<file path="src/rtl/instr_fetch.sv">
// Instruction fetch stage: tracks the PC, keeps at most one instruction-memory
// read outstanding, buffers returned words with their PCs, and hands them to decode.
module instr_fetch #(
  parameter int                ADDR_W   = 16,
  parameter int                INSTR_W  = 16,
  parameter int                DEPTH    = 4,
  parameter logic [ADDR_W-1:0] RESET_PC = '0
) (
  input  logic               clk,
  input  logic               reset,
  output logic               imem_req_valid,
  input  logic               imem_req_ready,
  output logic [ADDR_W-1:0]  imem_req_addr,
  input  logic               imem_rsp_valid,
  input  logic [INSTR_W-1:0] imem_rsp_data,
  input  logic               redirect_valid,
  input  logic [ADDR_W-1:0]  redirect_pc,
  output logic               instr_valid,
  input  logic               instr_ready,
  output logic [INSTR_W-1:0] instr,
  output logic [ADDR_W-1:0]  instr_pc
);

  localparam int PTR_W = $clog2(DEPTH);
  localparam int CNT_W = PTR_W + 1;
  localparam logic [CNT_W-1:0] FULL_CNT = CNT_W'(DEPTH);

  typedef enum logic [1:0] {
    IDLE,
    WAIT,
    DROP
  } state_t;

  state_t             state_q, state_d;
  logic [ADDR_W-1:0]  pc_q, pc_d;
  logic [ADDR_W-1:0]  req_pc_q, req_pc_d;
  logic [INSTR_W-1:0] fifo_instr_q [DEPTH];
  logic [INSTR_W-1:0] fifo_instr_d [DEPTH];
  logic [ADDR_W-1:0]  fifo_pc_q [DEPTH];
  logic [ADDR_W-1:0]  fifo_pc_d [DEPTH];
  logic [PTR_W-1:0]   rd_ptr_q, rd_ptr_d;
  logic [PTR_W-1:0]   wr_ptr_q, wr_ptr_d;
  logic [CNT_W-1:0]   count_q, count_d;

  logic req_fire;
  logic push;
  logic pop;

  // A request is only offered when the buffer is guaranteed room for its response.
  assign imem_req_valid = (state_q == IDLE) && (count_q < FULL_CNT) &&
                          !redirect_valid && !reset;
  assign imem_req_addr  = pc_q;
  assign req_fire       = imem_req_valid && imem_req_ready;

  assign instr_valid = (count_q != '0);
  assign instr       = fifo_instr_q[rd_ptr_q];
  assign instr_pc    = fifo_pc_q[rd_ptr_q];

  assign push = (state_q == WAIT) && imem_rsp_valid && !redirect_valid;
  assign pop  = instr_valid && instr_ready && !redirect_valid;

  always_comb begin
    state_d = state_q;
    case (state_q)
      IDLE: begin
        if (req_fire) begin
          state_d = WAIT;
        end
      end
      WAIT: begin
        if (imem_rsp_valid) begin
          state_d = IDLE;
        end else if (redirect_valid) begin
          state_d = DROP;
        end
      end
      DROP: begin
        if (imem_rsp_valid) begin
          state_d = IDLE;
        end
      end
      default: state_d = IDLE;
    endcase
  end

  always_comb begin
    pc_d     = pc_q;
    req_pc_d = req_pc_q;
    if (redirect_valid) begin
      pc_d = redirect_pc;
    end else if (req_fire) begin
      pc_d     = pc_q + ADDR_W'(1);
      req_pc_d = pc_q;
    end
  end

  // A redirect empties the buffer outright; stale entry contents are left in place
  // since they are unreachable until overwritten.
  always_comb begin
    fifo_instr_d = fifo_instr_q;
    fifo_pc_d    = fifo_pc_q;
    rd_ptr_d     = rd_ptr_q;
    wr_ptr_d     = wr_ptr_q;
    count_d      = count_q;
    if (redirect_valid) begin
      rd_ptr_d = '0;
      wr_ptr_d = '0;
      count_d  = '0;
    end else begin
      if (push) begin
        fifo_instr_d[wr_ptr_q] = imem_rsp_data;
        fifo_pc_d[wr_ptr_q]    = req_pc_q;
        wr_ptr_d               = wr_ptr_q + PTR_W'(1);
      end
      if (pop) begin
        rd_ptr_d = rd_ptr_q + PTR_W'(1);
      end
      case ({push, pop})
        2'b10:   count_d = count_q + CNT_W'(1);
        2'b01:   count_d = count_q - CNT_W'(1);
        default: count_d = count_q;
      endcase
    end
  end

  always_ff @(posedge clk) begin
    if (reset) begin
      state_q  <= IDLE;
      pc_q     <= RESET_PC;
      req_pc_q <= '0;
      rd_ptr_q <= '0;
      wr_ptr_q <= '0;
      count_q  <= '0;
      for (int i = 0; i < DEPTH; i++) begin
        fifo_instr_q[i] <= '0;
        fifo_pc_q[i]    <= '0;
      end
    end else begin
      state_q      <= state_d;
      pc_q         <= pc_d;
      req_pc_q     <= req_pc_d;
      rd_ptr_q     <= rd_ptr_d;
      wr_ptr_q     <= wr_ptr_d;
      count_q      <= count_d;
      fifo_instr_q <= fifo_instr_d;
      fifo_pc_q    <= fifo_pc_d;
    end
  end

endmodule

</file>
<file path="config.mk">
export PLATFORM = sky130hd
export DESIGN_NAME = instr_fetch
export DESIGN_NICKNAME = d
export VERILOG_FILES = /design/src/rtl/instr_fetch.sv
export SDC_FILE = /design/constraint.sdc
export NUM_CORES = 1
export LEC_CHECK = 0
export BUFFER_PORTS_ARGS = -buffer_cell sky130_fd_sc_hd__buf_2
export CAP_MARGIN = 0
export CORE_MARGIN = 2
export CORE_UTILIZATION = 50
export CTS_BUF_LIST = sky130_fd_sc_hd__clkbuf_4 sky130_fd_sc_hd__clkbuf_8
export DETAILED_ROUTE_END_ITERATION = 8
export PLACE_DENSITY = 0.73
export SLEW_MARGIN = 20
export SYNTH_ARGS = -nofsm -noshare
export SYNTH_HDL_FRONTEND = slang
export SYNTH_SLANG_ARGS = --single-unit
</file>
<file path="constraint.sdc">
create_clock -name clk -period 2.26 [get_ports clk]
set_input_delay 0.339 -clock clk [delete_from_list [all_inputs] [get_ports clk]]
set_output_delay 0.339 -clock clk [all_outputs]
set_load 0.02 [all_outputs]
</file>
### Word-level counts from Yosys, hierarchy flattened

Index checks and enable logic that the tools add are counted.

| word-level totals | value |
|---|---|
| register bits | 169 |
| input bits | 38 |
| output and inout bits | 50 |
| word-level logic and storage cells | 70 |

| cells by class | value |
|---|---|
| add/subtract/negate cells | 5 |
| order comparisons | 4 |
| eq/ne operators | 7 |
| muxes and demuxes | 18 |
| bitwise operators | 3 |
| reductions and logical operators | 19 |

Operators by type and width:

| kind | number |
|---|---|
| 64-bit bitwise mux | 2 |
| 16-bit 2-to-1 mux | 7 |
| 16-bit binary-select mux with 2-bit select | 2 |
| 16-bit demux with 2-bit select | 1 |
| 16-bit by 1-bit adder with 16-bit output, second input constant | 1 |
| 1-bit logical AND | 9 |
| 2-bit 2-to-1 mux | 4 |
| 3-bit greater-or-equal comparator, second input constant | 2 |
| 2-bit inverter with 3-bit output | 2 |
| 2-bit one-hot mux with 3 select lines | 1 |
| 3-bit one-hot mux with 2 select lines | 1 |
| 2-bit by 1-bit adder with 2-bit output, second input constant | 2 |
| 2-bit by 1-bit equality test with 1-bit output, second input constant | 2 |
| 2-bit equality test, second input constant | 2 |
| 2-bit inequality test, second input constant | 2 |
| 2-bit AND reduction | 2 |
| 2-bit nonzero test | 2 |
| 3-bit by 1-bit adder with 3-bit output, second input constant | 1 |
| 3-bit by 1-bit less-than comparator with 1-bit output, second input constant | 1 |
| 3-bit less-than comparator, second input constant | 1 |
| 3-bit inequality test, second input constant | 1 |
| 3-bit AND reduction | 1 |
| 3-bit nonzero test | 1 |
| 3-bit by 1-bit subtractor with 3-bit output, second input constant | 1 |
| 4 further kinds | 5 |

### Longest topological paths before layout

| depth | value |
|---|---|
| depth in word-level cells | 7 |
| depth in mapped cells | 9 |
| depth with buffers taken out | 8 |

### Least setup slack after synthesis

No wires, ideal clock.

| timing path | value |
|---|---|
| path kind | input port to flip-flop |
| from | input redirect_valid |
| to | register count_q[2] |
| arrival | 1984 ps |
| path slack | 206 ps |
| cell stages on the path | 9 |
| cell sequence | clkbuf_1 inv_1 and3_1 ha_1 inv_1 fa_1 xor2_1 or3_1 a21oi_1 |

| between the ends | value |
|---|---|
| cells in the longest elaborated chain, start to end | 4 |

RTL lines:

| item | RTL line | source |
|---|---|---|
| start: declaration | 16 | `input logic redirect_valid,` |
| 1-bit logical NOT (*) | 60 | `assign pop = instr_valid && instr_ready && !redirect_valid;` |
| 1-bit logical AND (*) | 60 |  |
| named net pop | 47 | `logic pop;` |
| 2-bit by 1-bit equality test with 1-bit output or 2-bit equality test (tied branches) | 118 | `case ({push, pop})` |
| 3-bit one-hot mux with 2 select lines or 2-bit nonzero test (tied branches) | n/a |  |
| end signal: assignment | 144 | `count_q <= count_d;` |
| end: declaration | 43 | `logic [CNT_W-1:0] count_q, count_d;` |

The timed path passes the listed nets; every way through them passes the cells marked *.
A chain may end at the register's enable or synchronous reset.

### Worst setup path in the final report

| timing path | value |
|---|---|
| from | register rd_ptr_q[0] |
| to | output instr_pc[14] |

| between the ends | value |
|---|---|
| cells in the longest elaborated chain, start to end | 4 |

RTL lines:

| item | RTL line | source |
|---|---|---|
| start: declaration | 41 | `logic [PTR_W-1:0] rd_ptr_q, rd_ptr_d;` |
| start signal: assignment | 142 | `rd_ptr_q <= rd_ptr_d;` |
| 2-bit inverter with 3-bit output (implied by the code) | 57 | `assign instr_pc = fifo_pc_q[rd_ptr_q];` |
| 16-bit binary-select mux with 2-bit select | 57 |  |
| 16-bit 2-to-1 mux (implied by the code) (2 in series) | 57 |  |
| end: declaration | 21 | `output logic [ADDR_W-1:0] instr_pc` |

No other way between the ends. The select of a mux whose other input is x is not followed.

==> results.sh <==
export IMPL_cp_end_kind="primary output"
export IMPL_fin_nets=943
export IMPL_syn_avg_cell_area_sq_um=8.61
export IMPL_vdd_drop_max_uv=423
export IMPL_cts_buffers=17
export IMPL_r2r_end="count_q[2]$_SDFFE_PP0P_"
export IMPL_clk_latency_ns=0.46
export IMPL_maxSlewViolCount=0
export IMPL_htreeDepth=4
export IMPL_syn_nets=873
export IMPL_num_vias=5935
export IMPL_cts_root_buf="clkbuf_8"
export IMPL_gr_usage_met2_pct=39.6
export IMPL_ctsHoldBuffers=0
export IMPL_start_util_pct=51.4
export IMPL_ys_flop_type="dfxtp_1"
export IMPL_drc=0
export IMPL_grt_pass1_wl_um=27400
export IMPL_globalRouteOverflowTotal=0
export IMPL_yosysTopAreaCellShare_pct=47.5
export IMPL_synthTopCellsByArea="dfxtp_1 47%, nand2_1 14%, mux4_2 10%, a21oi_1 9.5%, mux2i_1 2.4%"
export IMPL_cts_reportedPaths_clkPinSlew_ns=0.08
export IMPL_wl_per_cell_um=15.6
export IMPL_p_per_area_nw_per_um2=663
export IMPL_grt_pass1_vias=5515
export IMPL_crit_start="rd_ptr_q[0]$_SDFFE_PP0P_"
export IMPL_ys_warn_count=0
export IMPL_met3_usage_pct=4.84
export IMPL_worstReg2RegStart="state_q[1]$_SDFFE_PP0P_"
export IMPL_path_class="register to primary output"
export IMPL_placed_cell_area_sq_um=7790
export IMPL_io_buffers=87
export IMPL_holdPathEnd="imem_req_addr[14]$_SDFFE_PP0P_"
export IMPL_viasPerCell=5.45
export IMPL_synthToLayoutAreaGrowth_pct=15.1
export IMPL_first_pass_iters=5
export IMPL_dp_hpwl_um=10500
export IMPL_synthCells=828
export IMPL_wirelength_um=17000
export IMPL_synth_seq_cells=169
export IMPL_synth_top_cell_by_area="dfxtp_1"
export IMPL_crit_required_ns=1.92
export IMPL_finalCritPeriodShare_pct=95.3
export IMPL_synth_distinct_cells=42
export IMPL_min_delay_start="redirect_pc[14]"
export IMPL_clock_path_buffers=2
export IMPL_use_met1_pct=30.0
export IMPL_die_area_sq_um=15200
export IMPL_antenna_found_initial=0
export IMPL_yosys_top_cells_count="273 x nand2_1, 169 x dfxtp_1, 136 x a21oi_1, 43 x clkbuf_1, 39 x nor2_1"
export IMPL_die_w_um=123
export IMPL_grt_max_degree=162
export IMPL_antenna_cells=0
export IMPL_arrival_ns=1.82
export IMPL_final_setup_tns_ns=0
export IMPL_hold_path_class="primary input to register"
export IMPL_synth_most_common_cell="nand2_1"
export IMPL_maxSlewHeadroom_pct=52.7
export IMPL_status="complete, no violations"
export IMPL_ant_nets=0
export IMPL_fin_area_sq_um=8210
export IMPL_cp_max_fo=15
export IMPL_synth_edf_count=0
export IMPL_clock_sinks=169
export IMPL_clock_skew_ns=0.00805
export IMPL_row_count=43
export IMPL_r2r_slack_ns=0.22
export IMPL_worstMarginPinSlew_ns=0.709
export IMPL_cp_slowest_cell="mux4_2"
export IMPL_ys_seq_area_share_pct=47.5
export IMPL_max_freq_ghz=0.464
export IMPL_worstRegToRegCells=8
export IMPL_cp_start_kind="register"
export IMPL_hold_depth=3
export IMPL_period_needed_ns=2.15
export IMPL_core_region_area_sq_um=13900
export IMPL_synthArstFlopShare_pct=0
export IMPL_die_h_um=123
export IMPL_cpPeakStageDelay_ns=0.54
export IMPL_setup_viol=0
export IMPL_grt_busiest_layer="met2"
export IMPL_hold_violations=0
export IMPL_drive_gt1_share_pct=20.2
export IMPL_drt_iter0_markers=462
export IMPL_cts_tree="built"
export IMPL_rsz0062_at_grt="false"
export IMPL_finalWeightedCongestion=0.776
export IMPL_p_leak_nw=2.92
export IMPL_crit_chain="buf_12 -> mux4_2 -> buf_2"
export IMPL_grt_usage_pct=23.2
export IMPL_maxCapViolCount=0
export IMPL_syn_area_sq_um=7130
export IMPL_pin_count=88
report_power, final:
part           switching, mW  leakage, nW  internal [mW]  total (mW)
Sequential            0.0481         1.37           3.01        3.05
Combinational          0.187         1.35          0.107       0.293
Clock                   1.02        0.204           1.08        2.10
Total                   1.25         2.92           4.19        5.44
metal layers:
metal / part of all wire [%] / vias to the layer above
met3: 5.0 / 19
met5: 0 / -
li1: - / 2938
met4: 1.1 / 0
met1: 45 / 2821
met2: 48 / 157
layout by cell type (no fill, tap or decap), types with 11 or more instances in the layout:
master / instances
a21oi_1: 136
buf_2: 86
buf_4: 23
clkbuf_8: 22
dfxtp_1: 167
inv_1: 11
mux2i_1: 17
mux4_2: 32
nand2_1: 273
nor2_1: 39
worst max path at each step:
| stage | to | slack, ns | cells past startpoint |
|---|---|---|---|
| floorplan | count_q[2]$_SDFFE_PP0P_ | 0.21 | 9 |
| detailed placement | count_q[2]$_SDFFE_PP0P_ | 0.20 | 8 |
| global placement | count_q[2]$_SDFFE_PP0P_ | 0.26 | 8 |
| finish | instr_pc[14] | 0.11 | 3 |
| CTS | instr_pc[6] | 0.04 | 3 |
| global route | instr_pc[13] | 0.05 | 3 |
cell type report:
cell class                 instances  area, sq um
fill                            1299         5670
multi-input combinational        584         3450
sequential                       169         3390
timing repair buffer             115          723
clock buffer                      28          348
tap                              180          225
inverter                          11         41.3
clock inverter                     2         35.0
sequential cells by signal (all words and copies together) (netlist names):
| signal | flops |
|---|---|
| fifo_instr_q | 64 |
| fifo_pc_q | 64 |
| imem_req_addr | 16 |
| req_pc_q | 16 |
| count_q | 3 |
| rd_ptr_q | 2 |
| state_q | 2 |
| wr_ptr_q | 2 |
worst max-delay path, delay by kind of cell, from the launching register on:
kind	cells	cell delay, ns
buf+inv	2	0.38
flops	1	0.44
mux	1	0.54
through the flow:
step	utilization (%)	cells	setup WS (ns)	total power [mW]	hold WS (ns)
after global routing	59.1	1089	0.0543	5.62	0.0963
after detailed placement	56.1	1055	0.203	3.42	0.443
final	59.1	1089	0.105	5.44	0.100
after CTS	58.9	1085	0.0403	5.46	0.0873
after global placement	56.1	1055	0.262	3.42	0.439
after floorplan	-	828	0.206	3.29	0.418
repair_timing:
item                                    in CTS  in global routing
endpoints found under the setup margin      24                  5
setup buffers                                0                  4
resized for setup                            1                  1
endpoints found under the hold margin        0                  0
cells by family (layout without fill, tap and decap cells):
family,count (synthesis),after routing,synth area share (%)
and+or+nand+nor,358,358,21.0
DFF,169,169,47.5
xor gates and xnor gates,14,14,1.72
buffers and inverters,75,156,4.26
muxes,49,49,12.5
adders and majority gates,7,7,1.33
AOI/OAI and AO/OA,156,156,11.8
Power figures use the tool's default switching activity.
